==> config.mk <==
export PLATFORM = sky130hd
export DESIGN_NAME = uart_rx_fifo
export DESIGN_NICKNAME = d
export VERILOG_FILES = /design/src/rtl/uart_rx_fifo.sv
export SDC_FILE = /design/constraint.sdc
export NUM_CORES = 1
export LEC_CHECK = 0
export BUFFER_PORTS_ARGS = -buffer_cell sky130_fd_sc_hd__buf_4
export CORE_MARGIN = 2
export CORE_UTILIZATION = 55
export CTS_CLUSTER_SIZE = 40
export DETAILED_ROUTE_END_ITERATION = 8
export PLACE_DENSITY = 0.72
export SETUP_SLACK_MARGIN = 0.05
export SKIP_CTS_REPAIR_TIMING = 1
export SLEW_MARGIN = 0
export SYNTH_ARGS = -nofsm -noshare
export SYNTH_HDL_FRONTEND = slang
export SYNTH_SLANG_ARGS = --single-unit
export TNS_END_PERCENT = 20
==> constraint.sdc <==
create_clock -name clk -period 4.6 [get_ports clk]
set_input_delay 0 -clock clk [delete_from_list [all_inputs] [get_ports clk]]
set_output_delay 0 -clock clk [all_outputs]
set_load 0.1 [all_outputs]
==> src/rtl/uart_rx_fifo.sv <==
// UART receiver (mid-bit sampling, start-glitch rejection, framing/overrun detection) feeding a
// first-word-fall-through receive FIFO. Optional even-parity bit: define UART_RX_PARITY_EN.
module uart_rx_fifo #(
  parameter int unsigned CLKS_PER_BIT = 868,
  parameter int unsigned DATA_BITS    = 8,
  parameter int unsigned FIFO_DEPTH   = 16
) (
  input  logic                              clk,
  input  logic                              rst_n,
  input  logic                              uart_rx,
  output logic                              rx_valid,
  input  logic                              rx_ready,
  output logic [DATA_BITS-1:0]              rx_data,
  output logic [$clog2(FIFO_DEPTH+1)-1:0]   rx_level,
  output logic                              busy,
  output logic                              frame_err,
  output logic                              overrun,
  output logic                              parity_err
);

  localparam int unsigned DivW = $clog2(CLKS_PER_BIT);
  localparam int unsigned CntW = $clog2(DATA_BITS);
  localparam int unsigned PtrW = $clog2(FIFO_DEPTH);

  localparam logic [DivW-1:0] DivHalf = DivW'(CLKS_PER_BIT / 2 - 1);
  localparam logic [DivW-1:0] DivFull = DivW'(CLKS_PER_BIT - 1);
  localparam logic [CntW-1:0] CntLast = CntW'(DATA_BITS - 1);
  localparam logic [PtrW:0]   LvlFull = (PtrW + 1)'(FIFO_DEPTH);

  localparam logic [2:0] StIdle   = 3'd0;
  localparam logic [2:0] StStart  = 3'd1;
  localparam logic [2:0] StData   = 3'd2;
  localparam logic [2:0] StStop   = 3'd4;
`ifdef UART_RX_PARITY_EN
  localparam logic [2:0] StParity = 3'd3;
`endif

  logic                 rx_meta_q, rx_sync_q;
  logic [2:0]           state_q, state_d;
  logic [DivW-1:0]      div_q, div_d;
  logic [CntW-1:0]      cnt_q, cnt_d;
  logic [DATA_BITS-1:0] shreg_q, shreg_d;
  logic                 frame_err_q, frame_err_d;
  logic                 parity_err_q, parity_err_d;
  logic                 overrun_q, overrun_d;
  logic                 push;
`ifdef UART_RX_PARITY_EN
  logic                 par_bad_q, par_bad_d;
`endif

  logic [DATA_BITS-1:0] mem_q [FIFO_DEPTH];
  logic [PtrW:0]        wptr_q, rptr_q, level;
  logic                 full, pop, wr_en;

  always_ff @(posedge clk or negedge rst_n) begin
    if (!rst_n) begin
      rx_meta_q <= 1'b1;
      rx_sync_q <= 1'b1;
    end else begin
      rx_meta_q <= uart_rx;
      rx_sync_q <= rx_meta_q;
    end
  end

  always_comb begin
    state_d      = state_q;
    div_d        = div_q;
    cnt_d        = cnt_q;
    shreg_d      = shreg_q;
    push         = 1'b0;
    frame_err_d  = 1'b0;
    parity_err_d = 1'b0;
`ifdef UART_RX_PARITY_EN
    par_bad_d    = par_bad_q;
`endif
    case (state_q)
      StIdle: begin
        if (!rx_sync_q) begin
          state_d = StStart;
          div_d   = '0;
          cnt_d   = '0;
        end
      end
      StStart: begin
        if (div_q == DivHalf) begin
          div_d   = '0;
          state_d = rx_sync_q ? StIdle : StData;
        end else begin
          div_d = div_q + 1'b1;
        end
      end
      StData: begin
        if (div_q == DivFull) begin
          div_d   = '0;
          shreg_d = {rx_sync_q, shreg_q[DATA_BITS-1:1]};
          cnt_d   = cnt_q + 1'b1;
          if (cnt_q == CntLast) begin
`ifdef UART_RX_PARITY_EN
            state_d = StParity;
`else
            state_d = StStop;
`endif
          end
        end else begin
          div_d = div_q + 1'b1;
        end
      end
`ifdef UART_RX_PARITY_EN
      StParity: begin
        if (div_q == DivFull) begin
          div_d     = '0;
          par_bad_d = rx_sync_q != ^shreg_q;
          state_d   = StStop;
        end else begin
          div_d = div_q + 1'b1;
        end
      end
`endif
      StStop: begin
        if (div_q == DivFull) begin
          div_d       = '0;
          state_d     = StIdle;
          frame_err_d = !rx_sync_q;
`ifdef UART_RX_PARITY_EN
          parity_err_d = par_bad_q;
          push         = rx_sync_q && !par_bad_q;
`else
          push         = rx_sync_q;
`endif
        end else begin
          div_d = div_q + 1'b1;
        end
      end
      default: state_d = StIdle;
    endcase
  end

  always_ff @(posedge clk or negedge rst_n) begin
    if (!rst_n) begin
      state_q      <= StIdle;
      div_q        <= '0;
      cnt_q        <= '0;
      shreg_q      <= '0;
      frame_err_q  <= 1'b0;
      parity_err_q <= 1'b0;
      overrun_q    <= 1'b0;
    end else begin
      state_q      <= state_d;
      div_q        <= div_d;
      cnt_q        <= cnt_d;
      shreg_q      <= shreg_d;
      frame_err_q  <= frame_err_d;
      parity_err_q <= parity_err_d;
      overrun_q    <= overrun_d;
    end
  end

`ifdef UART_RX_PARITY_EN
  always_ff @(posedge clk or negedge rst_n) begin
    if (!rst_n) par_bad_q <= 1'b0;
    else        par_bad_q <= par_bad_d;
  end
`endif

  // Pointers carry one wrap bit beyond the address so full and empty differ.
  assign level     = wptr_q - rptr_q;
  assign full      = level == LvlFull;
  assign rx_valid  = level != '0;
  assign pop       = rx_valid && rx_ready;
  assign wr_en     = push && (!full || pop);
  assign overrun_d = push && full && !pop;

  always_ff @(posedge clk or negedge rst_n) begin
    if (!rst_n) begin
      wptr_q <= '0;
      rptr_q <= '0;
      for (int i = 0; i < FIFO_DEPTH; i++) mem_q[i] <= '0;
    end else begin
      if (wr_en) begin
        mem_q[wptr_q[PtrW-1:0]] <= shreg_q;
        wptr_q                  <= wptr_q + 1'b1;
      end
      if (pop) rptr_q <= rptr_q + 1'b1;
    end
  end

  assign rx_data    = mem_q[rptr_q[PtrW-1:0]];
  assign rx_level   = level;
  assign busy       = state_q != StIdle;
  assign frame_err  = frame_err_q;
  assign overrun    = overrun_q;
`ifdef UART_RX_PARITY_EN
  assign parity_err = parity_err_q;
`else
  assign parity_err = 1'b0;
`endif

endmodule
==> metrics.txt <==
status=complete, no violations; Hold/Removal Path Class=input port to async pin; CP startpoint=wptr_q[0]; Yosys warning total=0; asr flop ratio synth=100.0%; DR pass1 iterations=4; # DRC=0; Int Power=2325 uW; largest net degree at the start of global routing=85; DIE AREA=0.01583 sq mm; R2R Path Start=wptr_q[0]; Synth Area in Compound Gates=6.345%; post-synth cell types=54; CP Launch Type=flip-flop; worst endpoint data arrival time=3860 ps; placed insts=729; layout cells sized above 1=45.86%; Via density=6.182; crit end category=flip-flop; final WL=17,090 um; CTS H-tree depth=4; post-synth net total=569; Post-synth top flop=dfrtp_1; maxcap violations=0; Worst Path Required=4910 ps; setup TNS=0 ps; final hold violation count=0; post-synthesis mux area share=30.48%; Avg Synthesized Cell Area=14.82 sq um; worst skew pair latency=420 ps; Filler cells=1,067; Vias=4,723; setup ws final=1043 ps; switching pwr=622.3 uW; fmax=281.1 MHz; GRT Total Usage=23.15%; initial antenna violation count=0; most common cell after layout, fill and taps aside=dfrtp_1; Lkg Pwr=0.004269 uW; num rows=44; Finished Layout Cells=764; min Tclk post-route=3557 ps; CTS max path bufs=2; XOR/XNOR Fraction of Synth Area=1.395%; Post-Synth Adder-Cell Area=2.238%; fin nets=585; largest family of logic cells by synthesized area=multiplexers; Worst-path clk slew=60 ps; Setup WS pre-CTS=1052 ps; 1st-iter DRT viols=362; simple-gate area share of the yosys netlist=6.023%; Yosys reg bits=166; Initial Util=56.17%; Worst Skew=6.678 ps; worst-path fanout max=14; Final ANT Viol Nets=0; Num CTS Buffers=17; Peak VDD IR=282.3 uV; Finish-stage setup viols=0; RSZ-0062 raised after global routing=no; total gr overflow=0; Post-Syn Instances=551; n_diodes=0; CTS tree=yes; clock network power share=49.1%; Crit Path Class=flip-flop to flip-flop; final RePlAce weighted congestion=0.7789; Comb pwr share=1.3%; slew margin rel.=41.40%; Reg power frac=49.6%; Post-synth EDFFs=0; IO Count=22; DIE WIDTH=125.8 um; Routed WL per cell=22.37 um; CTS sink cnt=166; Die Y=125.8 um; Area growth, synth to finish=11.46%; detailed placer's ending HPWL=10,940 um; PwrDens=323.9 mW/mm^2; Pins Over Slew Limit=0; vias in the first global route=4,973; wire length of the first global-routing pass=27,870 um; synthesized area=0.008164 sq mm; part of the cycle the worst path needs=77.32%; Seq/Total Area, Yosys=50.91%; CTS root buffer=clkbuf_16; Sw Share=21.11%; most frequent cells in the layout=dfrtp_1, mux2_2, mux4_2; Port Buffers=20; Worst Max-Slew Pin Slew=879.0 ps; area of the core=0.01453 sq mm; final core utilization=62.61%
-- power groups by stage --
stage                     clock [uW]  sequential, uW  combinational [uW]
after floorplan                    0            1490                4.87
after global placement             0            1490                38.0
after detailed placement           0            1490                38.7
after CTS                       1480            1460                38.7
after global routing            1550            1460                45.1
final                           1450            1460                38.4
-- synth_stat cells, types with 2 or more instances --
cell / number / area share [%]
dfrtp_1: 164 / 50
mux2_2: 138 / 19
mux4_2: 40 / 11
clkbuf_1: 23 / 1.1
nor2_1: 18 / 0.83
o21ai_0: 14 / 0.86
ha_1: 13 / 2.0
nand2_1: 12 / 0.55
inv_1: 11 / 0.51
xnor2_1: 11 / 1.2
o2111ai_2: 9 / 1.7
o2111ai_4: 7 / 2.3
and3_1: 6 / 0.46
nor2b_1: 6 / 0.46
a21o_1: 5 / 0.46
buf_1: 5 / 0.23
nand3_1: 5 / 0.31
nor3b_1: 5 / 0.46
a21oi_1: 4 / 0.25
nor4_1: 4 / 0.31
and2_1: 3 / 0.23
and4_1: 3 / 0.32
buf_4: 3 / 0.28
nand2b_1: 3 / 0.23
o211ai_1: 3 / 0.28
dfstp_2: 2 / 0.64
mux2i_1: 2 / 0.25
nand4_1: 2 / 0.15
nor3_1: 2 / 0.12
o22a_1: 2 / 0.21
or3_1: 2 / 0.15
xor2_1: 2 / 0.21
-- per-layer routing --
layer  up-vias  share of wire [%]  track usage, %
met5         -                  0               0
met4         0                1.0           6.464
met3        14                5.2           6.075
met2        81                 48           35.48
met1      2522                 45           33.27
li1       2106                  -               -
-- state kept, by name (all words and copies together), names as in the netlist --
name / count
rptr_q: 5
mem_q: 128
state_q: 3
frame_err: 1
rx_meta_q: 1
overrun: 1
wptr_q: 5
shreg_q: 8
div_q: 10
rx_sync_q: 1
cnt_q: 3
-- metrics by stage --
| stage | hold WS, ps | power, uW | cell area (sq um) |
|---|---|---|---|
| 3_5_place_dp | 105.3 | 1528 | 8467 |
| 6_report | 197.8 | 2947 | 9100 |
| 5_1_grt | 234.2 | 3054 | 9100 |
| 3_3_place_gp | 102.6 | 1527 | 8467 |
| 4_1_cts | -347.2 | 2980 | 9070 |
| 2_1_floorplan | -295.6 | 1494 | 8164 |
-- final timing paths --
kind / endpoint / slack (ps) / depth (start not counted)
max reg2reg: mem_q[7] / 1040 / 8
min reg2reg: rx_sync_q / 360 / 0
min: mem_q[90] / 200 / 2
max: mem_q[7] / 1040 / 8
min in group clk: rx_meta_q / 240 / 2
max in group asynchronous: mem_q[84] / 3280 / 3
-- cells by family (layout without fill, tap and decap cells) --
family / Yosys count / count (layout)
and+or+nand+nor: 83 / 83
other: 1 / 1
AOI/OAI and AO/OA: 47 / 47
buffers and inverters: 46 / 75
adders and majority gates: 14 / 14
xor gates and xnor gates: 13 / 13
muxes: 181 / 181
DFF: 166 / 166
-- critical path: stages, from the launching register on --
cell and delay [ps]:
dfrtp_1 430, inv_1 110, ha_1 240, fa_1 400
nand2b_1 160, a21oi_1 370, mux2i_4 690, o2111ai_2 550
mux2_2 470
-- cell type report --
cell class                      instances  area (sq um)  area share [%]
Clock buffer                           18         429.2           4.716
Clock inverter                         14         173.9           1.911
Timing Repair Buffer                   31         244.0           2.681
Sequential cell                       166          4158           45.69
Inverter                               12         45.04          0.4950
Tap cell                              184         230.2           2.530
Multi-Input combinational cell        339          3820           41.98
Power figures use the tool's default switching activity.
